**src/rtl/sorter_pkg.sv**
```systemverilog
`default_nettype none
// ============================================================================
// Module      : sorter_pkg
// Description : Shared types and constants for the sort drain scheduler:
//               FSM state encoding, FIFO source identifiers and the default
//               data width.
// Revision    : 1.0 - initial release
// ============================================================================
package sorter_pkg;

  localparam int DEFAULT_WIDTH = 8;

  // Source identifiers, also used as grant / out_src encoding
  localparam logic SRC_VAL  = 1'b0;
  localparam logic SRC_IVAL = 1'b1;

  typedef enum logic [1:0] {
    ST_IDLE = 2'd0,
    ST_READ = 2'd1,
    ST_CAPT = 2'd2,
    ST_OUT  = 2'd3
  } state_t;

endpackage : sorter_pkg
`default_nettype wire

```
**src/rtl/drain_arb.sv**
```systemverilog
`default_nettype none
// ============================================================================
// Module      : drain_arb
// Description : Two-way grant logic between the valid-class and the
//               invalid-class FIFO. Round-robin by default; strict priority
//               for the valid-class FIFO when DRAIN_STRICT_PRIO_EN is defined
//               (the last-served input then does not exist).
// Ports       : i_last       - source served last (round-robin build only)
//               i_val_empty  - valid-class FIFO empty flag
//               i_ival_empty - invalid-class FIFO empty flag
//               o_any        - at least one FIFO is non-empty
//               o_grant      - granted source (SRC_VAL / SRC_IVAL)
// Macros      : DRAIN_STRICT_PRIO_EN
// Revision    : 1.0 - initial release
// ============================================================================
module drain_arb
  import sorter_pkg::*;
(
`ifndef DRAIN_STRICT_PRIO_EN
  input  logic i_last,
`endif
  input  logic i_val_empty,
  input  logic i_ival_empty,
  output logic o_any,
  output logic o_grant
);

  always_comb begin
    o_any = !i_val_empty || !i_ival_empty;
`ifdef DRAIN_STRICT_PRIO_EN
    // Valid-class FIFO wins whenever it has data
    o_grant = i_val_empty ? SRC_IVAL : SRC_VAL;
`else
    if (!i_val_empty && !i_ival_empty) begin
      // Tie: hand the grant to the source that was not served last
      o_grant = ~i_last;
    end else begin
      o_grant = i_val_empty ? SRC_IVAL : SRC_VAL;
    end
`endif
  end

endmodule : drain_arb
`default_nettype wire

```
**src/rtl/sort_drain_scheduler.sv**
```systemverilog
`default_nettype none
// ============================================================================
// Module      : sort_drain_scheduler
// Description : Drains words from two sorter FIFOs (valid / invalid class)
//               one at a time into a ready/valid output stream, tagging each
//               word with its source and counting accepted words per source.
//               Each word walks IDLE -> READ -> CAPT -> OUT (>= 4 cycles).
// Ports       : clk, rst            - clock, synchronous active-high reset
//               drain_en            - drain permission, sampled in IDLE
//               val_empty/rd_en/rdata   - valid-class FIFO read port
//               ival_empty/rd_en/rdata  - invalid-class FIFO read port
//               out_valid/ready/data/src - output stream
//               val_drained, ival_drained - per-source accepted counters
//               busy                - high whenever not IDLE
// Macros      : DRAIN_STRICT_PRIO_EN - strict priority for the val FIFO
//               instead of round-robin
// Revision    : 1.0 - initial release
// ============================================================================
module sort_drain_scheduler
  import sorter_pkg::*;
#(
  parameter int WIDTH = DEFAULT_WIDTH,
  parameter int CNT_W = 16
) (
  input  logic             clk,
  input  logic             rst,
  input  logic             drain_en,
  input  logic             val_empty,
  output logic             val_rd_en,
  input  logic [WIDTH-1:0] val_rdata,
  input  logic             ival_empty,
  output logic             ival_rd_en,
  input  logic [WIDTH-1:0] ival_rdata,
  output logic             out_valid,
  input  logic             out_ready,
  output logic [WIDTH-1:0] out_data,
  output logic             out_src,
  output logic [CNT_W-1:0] val_drained,
  output logic [CNT_W-1:0] ival_drained,
  output logic             busy
);

  state_t            r_state;
  state_t            w_state_nxt;
  logic              r_grant;
  logic [WIDTH-1:0]  r_data;
  logic              r_src;
  logic [CNT_W-1:0]  r_val_cnt;
  logic [CNT_W-1:0]  r_ival_cnt;

  logic              w_any;
  logic              w_grant;
  logic              w_take_grant;
  logic              w_capture;
  logic              w_hs;

`ifndef DRAIN_STRICT_PRIO_EN
  logic              r_last;
`endif

  drain_arb u_arb (
`ifndef DRAIN_STRICT_PRIO_EN
    .i_last       (r_last),
`endif
    .i_val_empty  (val_empty),
    .i_ival_empty (ival_empty),
    .o_any        (w_any),
    .o_grant      (w_grant)
  );

  // --------------------------------------------------------------------------
  // Next-state and output decode
  // --------------------------------------------------------------------------
  always_comb begin
    w_state_nxt  = r_state;
    w_take_grant = 1'b0;
    w_capture    = 1'b0;
    w_hs         = 1'b0;
    val_rd_en    = 1'b0;
    ival_rd_en   = 1'b0;
    out_valid    = 1'b0;
    busy         = 1'b1;

    case (r_state)
      ST_IDLE: begin
        busy = 1'b0;
        // Empty flags only matter here; the grant is frozen for the transfer
        if (drain_en && w_any) begin
          w_take_grant = 1'b1;
          w_state_nxt  = ST_READ;
        end
      end
      ST_READ: begin
        val_rd_en   = (r_grant == SRC_VAL);
        ival_rd_en  = (r_grant == SRC_IVAL);
        w_state_nxt = ST_CAPT;
      end
      ST_CAPT: begin
        // FIFO read data is valid the cycle after the strobe
        w_capture   = 1'b1;
        w_state_nxt = ST_OUT;
      end
      ST_OUT: begin
        out_valid = 1'b1;
        if (out_ready) begin
          w_hs        = 1'b1;
          w_state_nxt = ST_IDLE;
        end
      end
      default: begin
        w_state_nxt = ST_IDLE;
      end
    endcase
  end

  // --------------------------------------------------------------------------
  // State, datapath and counters
  // --------------------------------------------------------------------------
  always_ff @(posedge clk) begin
    if (rst) begin
      r_state    <= ST_IDLE;
      r_grant    <= SRC_VAL;
      r_data     <= '0;
      r_src      <= SRC_VAL;
      r_val_cnt  <= '0;
      r_ival_cnt <= '0;
    end else begin
      r_state <= w_state_nxt;
      if (w_take_grant) begin
        r_grant <= w_grant;
      end
      if (w_capture) begin
        r_data <= (r_grant == SRC_IVAL) ? ival_rdata : val_rdata;
        r_src  <= r_grant;
      end
      if (w_hs) begin
        if (r_src == SRC_VAL) begin
          r_val_cnt <= r_val_cnt + CNT_W'(1);
        end else begin
          r_ival_cnt <= r_ival_cnt + CNT_W'(1);
        end
      end
    end
  end

`ifndef DRAIN_STRICT_PRIO_EN
  // Last-served pointer moves on the handshake only; reset value makes the
  // invalid-class FIFO win the first tie.
  always_ff @(posedge clk) begin
    if (rst) begin
      r_last <= SRC_VAL;
    end else if (w_hs) begin
      r_last <= r_src;
    end
  end
`endif

  assign out_data     = r_data;
  assign out_src      = r_src;
  assign val_drained  = r_val_cnt;
  assign ival_drained = r_ival_cnt;

endmodule : sort_drain_scheduler
`default_nettype wire

```
**config.mk**
```make
export PLATFORM = sky130hd
export DESIGN_NAME = sort_drain_scheduler
export DESIGN_NICKNAME = d
export VERILOG_FILES = /design/src/rtl/sorter_pkg.sv /design/src/rtl/drain_arb.sv /design/src/rtl/sort_drain_scheduler.sv
export SDC_FILE = /design/constraint.sdc
export NUM_CORES = 1
export LEC_CHECK = 0
export BUFFER_PORTS_ARGS = -buffer_cell sky130_fd_sc_hd__buf_2
export CAP_MARGIN = 10
export CORE_MARGIN = 5
export CORE_UTILIZATION = 50
export DETAILED_ROUTE_END_ITERATION = 10
export GPL_TIMING_DRIVEN = 1
export PLACE_DENSITY = 0.79
export REMOVE_ABC_BUFFERS = 1
export SYNTH_ARGS = -nofsm -noshare
export SYNTH_HDL_FRONTEND = slang
export SYNTH_HIERARCHICAL = 1
export SYNTH_SLANG_ARGS = --single-unit
```
**constraint.sdc**
```tcl
create_clock -name clk -period 2.3 [get_ports clk]
set_input_delay 0.115 -clock clk [delete_from_list [all_inputs] [get_ports clk]]
set_output_delay 0.115 -clock clk [all_outputs]
set_load 0.02 [all_outputs]
```
* After elaboration in Yosys (flattened, before gate mapping) *
Index checks and enable logic that the tools add are counted.

storage, ports and cells
  word-level logic and storage cells = 41
  register bits after elaboration = 45
  input port bits = 22

operators by class
  muxes and demuxes = 15
  reduce and logical (&&, ||, !) cells = 9
  add/subtract/negate cells = 2
  bitwise gates (word level) = 3
  equality and inequality tests = 5

operators by type and width
  cell                                                  number
  adder 16 x 1 -> 16 bit (second input constant)        2
  2-to-1 mux 1 bit                                      11
  2-to-1 mux 8 bit                                      1
  one-hot mux 2 bit (4 select lines)                    1
  AND reduction 2 bit                                   3
  equality test 2 bit (second input constant)           2
  2-to-1 mux 2 bit                                      2
  inequality test 2 bit (second input constant)         2
  NOT 1 bit                                             3
  equality test 2 x 1 -> 1 bit (second input constant)  1
  logical AND 1 bit                                     2
  zero test 1 bit                                       2
  zero test 2 bit                                       1
  logical OR 1 bit                                      1

* Depth between registers and ports, before layout *
  depth in word-level cells = 5
  depth in mapped cells = 7
  mapped depth without buffers = 5

* Hierarchy *
Netlist, hierarchy kept.

modules (own cells, without submodules)
  module                area each (µm²)  instances  cells each
  sort_drain_scheduler  2094.5           1          235
  drain_arb             11.3             1          2

* Worst setup path before layout *
No wires, ideal clock.

  path type = reg-to-reg
  from = reg r_state[0]
  to = reg r_val_cnt[13] (netlist: val_drained[13])
  clock period less this slack = 2.010 ns
  path buffers = 1
  data required time = 2.179 ns
  slack = 0.290 ns
  cell stages (with the launch flop) = 7
  data arrival time = 1.890 ns
  path through = dfxtp_1 > ha_1 > buf_2 > nand3b_1 > nor4_1 > nor2b_1 > mux2_2

between the ends
  cells in the longest elaborated chain, start to end = 3

RTL lines
  item                                  RTL line                     source
  start: declaration                    sort_drain_scheduler.sv:43   state_t r_state;
  start signal: assignment              sort_drain_scheduler.sv:128  r_state <= w_state_nxt;
  equality test 2 bit                   sort_drain_scheduler.sv:84   case (r_state)
  2-to-1 mux 1 bit                      sort_drain_scheduler.sv:84
  AND reduction 2 bit (no source line)  --
  end signal: assignment                sort_drain_scheduler.sv:138  r_val_cnt <= r_val_cnt + CNT_W'(1);
  end: declaration                      sort_drain_scheduler.sv:48   logic [CNT_W-1:0] r_val_cnt;

Every way passes these cells.
A chain may end at the register's enable or synchronous reset.

* Worst setup path after layout *
  from = reg r_state[0]
  to = reg r_ival_cnt[15] (netlist: ival_drained[15])

between the ends
  cells in the longest elaborated chain, start to end = 3

RTL lines
  item                                  RTL line                     source
  equality test 2 bit                   sort_drain_scheduler.sv:84
  2-to-1 mux 1 bit                      sort_drain_scheduler.sv:84
  AND reduction 2 bit (no source line)  --
  end signal: assignment                sort_drain_scheduler.sv:140  r_ival_cnt <= r_ival_cnt + CNT_W'(1);
  end: declaration                      sort_drain_scheduler.sv:49   logic [CNT_W-1:0] r_ival_cnt;

Every way passes these cells.

==> flow_summary_export.csv <==
group,metric,value,unit
critical_path,path_cells,"ha_1 -> and3_1 -> nand4_1 -> or4_1 -> a21oi_1",
critical_path,critical_path.top_delay_family,"simple AND/OR/NAND/NOR gates",
critical_path,worst_ep_required_time,2.53,ns
critical_path,path_buf_inv,0,
clock_network,cts_buffers,5,
floorplan,die_w,74.90,um
floorplan,fp.dieH,74.90,um
floorplan,die-area,5609,um2
sta,tightest_slew,0.5960,ns
synthesis,synth_edf_count,0,
route,drcViolationCount,0,
grt,grt_pass1_wl,7686,um
finish,fillers,371,
route,wire_per_inst,12.85,um
route,route.met3.wl,292,um
synthesis,avgSynthCellArea,8.885,um2
sta,finalSetupViolCount,0,
clock_network,cts_setup_buffers,0,
critical_path,slowest_delay,0.48,ns
status,outcome,"complete, no violations",
critical_path,critPathCaptureType,"flop",
route,via_per_inst,5.211,
clock_network,cts_repair_resize_count,0,
power,leakagePower,0.001083,uW
sta,fin_setup_tns,0,ns
synthesis,synthFlopType,"dfxtp_1",
grt,grt_util_all_layers,17.57,%
finish,layout-drive-gt1-share,26.58,%
finish,layoutNonFillerInstCount,351,
placed_design,dp_cells,343,
clock_network,clk_latency,0.29,ns
clock_network,htree_levels,2,
floorplan,row_count,23,
worst_hold_path,hold_class,"in -> reg",
placed_design,place_congestion,0.7819,
placed_design,portBuffers,66,
placed_design,dp_hpwl,3319,um
clock_network,ctsHoldBuffers,0,
sta,clock_skew,0.003573,ns
critical_path,path_class,"reg -> reg",
floorplan,coreArea,4029,um2
floorplan,num_io_pins,67,
route,wl_met1,2012,um
synthesis,syn_inst,237,
clock_network,cts_tree,"yes",
grt,grt_max_degree,34,
route,via_count,1829,
critical_path,worst_setup_path_start_kind,"flop",
power,power_density,707.9,nW/um2
clock_network,path_clk_slew,0.08,ns
clock_network,root_buffer,"clkbuf_8",
sta,min_period,2.045,ns
sta,hold_viol_final,0,
synthesis,synth_cell_types,33,
grt,overflow,0,
sta,max_freq,489.0,MHz
critical_path,worst-path-max-fanout,9,
route,wl_met2,2144,um
floorplan,start_util,52.27,%
finish,diodes,0,
critical_path,cp.arrival,2.27,ns
synthesis,ys_seq_area_share,42.78,%
sta,rsz0062_at_grt,"false",
critical_path,crit_path_top_delay_cell,"or4_1",
synthesis,synthArstFlopShare,0,%
route,ant_nets,0,
sta,relSlewSlack,60.27,%
synthesis,ys_ff_latch,45,
route,highest_layer,"met4",
synthesis,syn_area,2106,um2
finish,fin_nets,329,
power,peakVddDrop,0.0005152,V
sta,finalCritPeriodShare,88.92,%
clock_network,clock_path_buffers,2,
grt,grt_pass1_vias,1683,
sta,slew_violations,0,
grt,antenna_found_initial,0,
run,drv_cap,0,
finish,area_growth,20.97,%
synthesis,synth_warnings,6,
clock_network,cts_sinks,45,
route,dr.pass1.iters,4,
route,drtIter0Drc,116,
route,routed_wl,4511,um
power by group:
part	total (uW)	switching, uW	internal, uW
clock	467	256	211
sequential	909	59.6	849
combinational	428	258	169
total	1800	574	1230
registers in the layout (all words and copies together) (netlist names):
signal	cells
out_data	8
val_drained	16
r_last	1
r_state	2
r_grant	1
ival_drained	16
out_src	1
through the flow:
step                hold WS (ns)  worst slack [ns]  instance area [um2]  util, %  power, uW
detailed placement        0.4666            0.3220                 2465    61.18       1360
finish                    0.1551            0.2549                 2547    63.23       1803
floorplan                 0.1841            0.3217                 2057        -       1204
global placement          0.4546            0.4289                 2465    61.18       1345
CTS                       0.1410            0.2584                 2547    63.23       1823
global route              0.1507           0.03230                 2547    63.23       1913
worst min-delay path, stage by stage:
cell and delay, ns:
buf_2 0.09, mux2i_1 0.11, a211oi_1 0.08
cell usage after synthesis, types with 4 or more instances:
master	count	share of area (%)
dfxtp_1	45	43
nor2_1	41	7.3
xnor2_1	16	6.7
mux2i_1	13	6.2
nand3_1	10	2.4
nand4_1	10	3.0
a211oi_1	9	3.2
inv_1	9	1.6
a21oi_1	8	1.9
nand2_1	8	1.4
nor4_1	8	2.4
ha_1	7	4.2
xor2_1	6	2.5
clkbuf_1	5	0.89
nor3_1	5	1.2
buf_1	4	0.71
nor2b_1	4	1.2
kinds of logic after synthesis:
kind of cell	after synthesis	share of synthesized area [%]
XOR/XNOR	22	9.150
flip-flops	45	42.78
multiplexers	15	7.249
AND/OR/NAND/NOR	103	25.49
AO/OA/AOI/OAI	24	7.249
adder cells (fa/ha/maj)	7	4.159
buffers and inverters	21	3.921
area by class of cell:
class                      instances  area, um2  area share, %
clock buffer                       6      72.57          2.849
tap                               50      62.56          2.456
timing repair buffer              68      345.3          13.56
multi-input combinational        171       1122          44.06
inverter                           9      33.78          1.326
clock inverter                     2      10.01         0.3929
sequential                        45      900.9          35.36
routing by layer:
metal / up-vias / GRT usage, %
met5: - / 0
met4: 0 / 5.929
met3: 8 / 4.539
met2: 39 / 28.24
met1: 830 / 22.97
li1: 952 / -
final timing paths:
kind | start | end | slack (ns) | cells past startpoint
worst min-delay path | val_rdata[3] | out_data[3]$_SDFFE_PP0N_ | 0.16 | 3
worst max register to register | r_state[0]$_SDFFE_PP0P_ | ival_drained[15]$_SDFFE_PP0P_ | 0.25 | 5
worst min register to register | out_data[2]$_SDFFE_PP0N_ | out_data[2]$_SDFFE_PP0N_ | 0.49 | 2
worst max-delay path | r_state[0]$_SDFFE_PP0P_ | ival_drained[15]$_SDFFE_PP0P_ | 0.25 | 5
placed cells by master (no fill, tap or decap):
| cell type | count |
|---|---|
| and4_1 | 1 |
| o31ai_1 | 3 |
| or3_1 | 2 |
| and3b_1 | 1 |
| nand4b_1 | 1 |
| nand4_1 | 10 |
| or4_4 | 1 |
| nor3_1 | 5 |
| o21bai_1 | 1 |
| a21oi_1 | 8 |
| and2_1 | 2 |
| nand3_1 | 10 |
| xnor2_1 | 16 |
| or3_2 | 1 |
| xor2_1 | 6 |
| o21ai_0 | 3 |
| mux2_2 | 2 |
| clkbuf_8 | 5 |
| mux2i_1 | 13 |
| dfxtp_1 | 45 |
| buf_4 | 2 |
| nand2_1 | 8 |
| nand3b_1 | 1 |
| nor2b_1 | 4 |
| nor2_1 | 41 |
| a211oi_1 | 9 |
| nor4_1 | 8 |
| or4_1 | 3 |
| ha_1 | 7 |
| clkinv_2 | 2 |
| nand4_4 | 1 |
| buf_2 | 66 |
| clkbuf_1 | 1 |
| inv_1 | 9 |
| and3_1 | 3 |
Power figures use the tool's default switching activity.
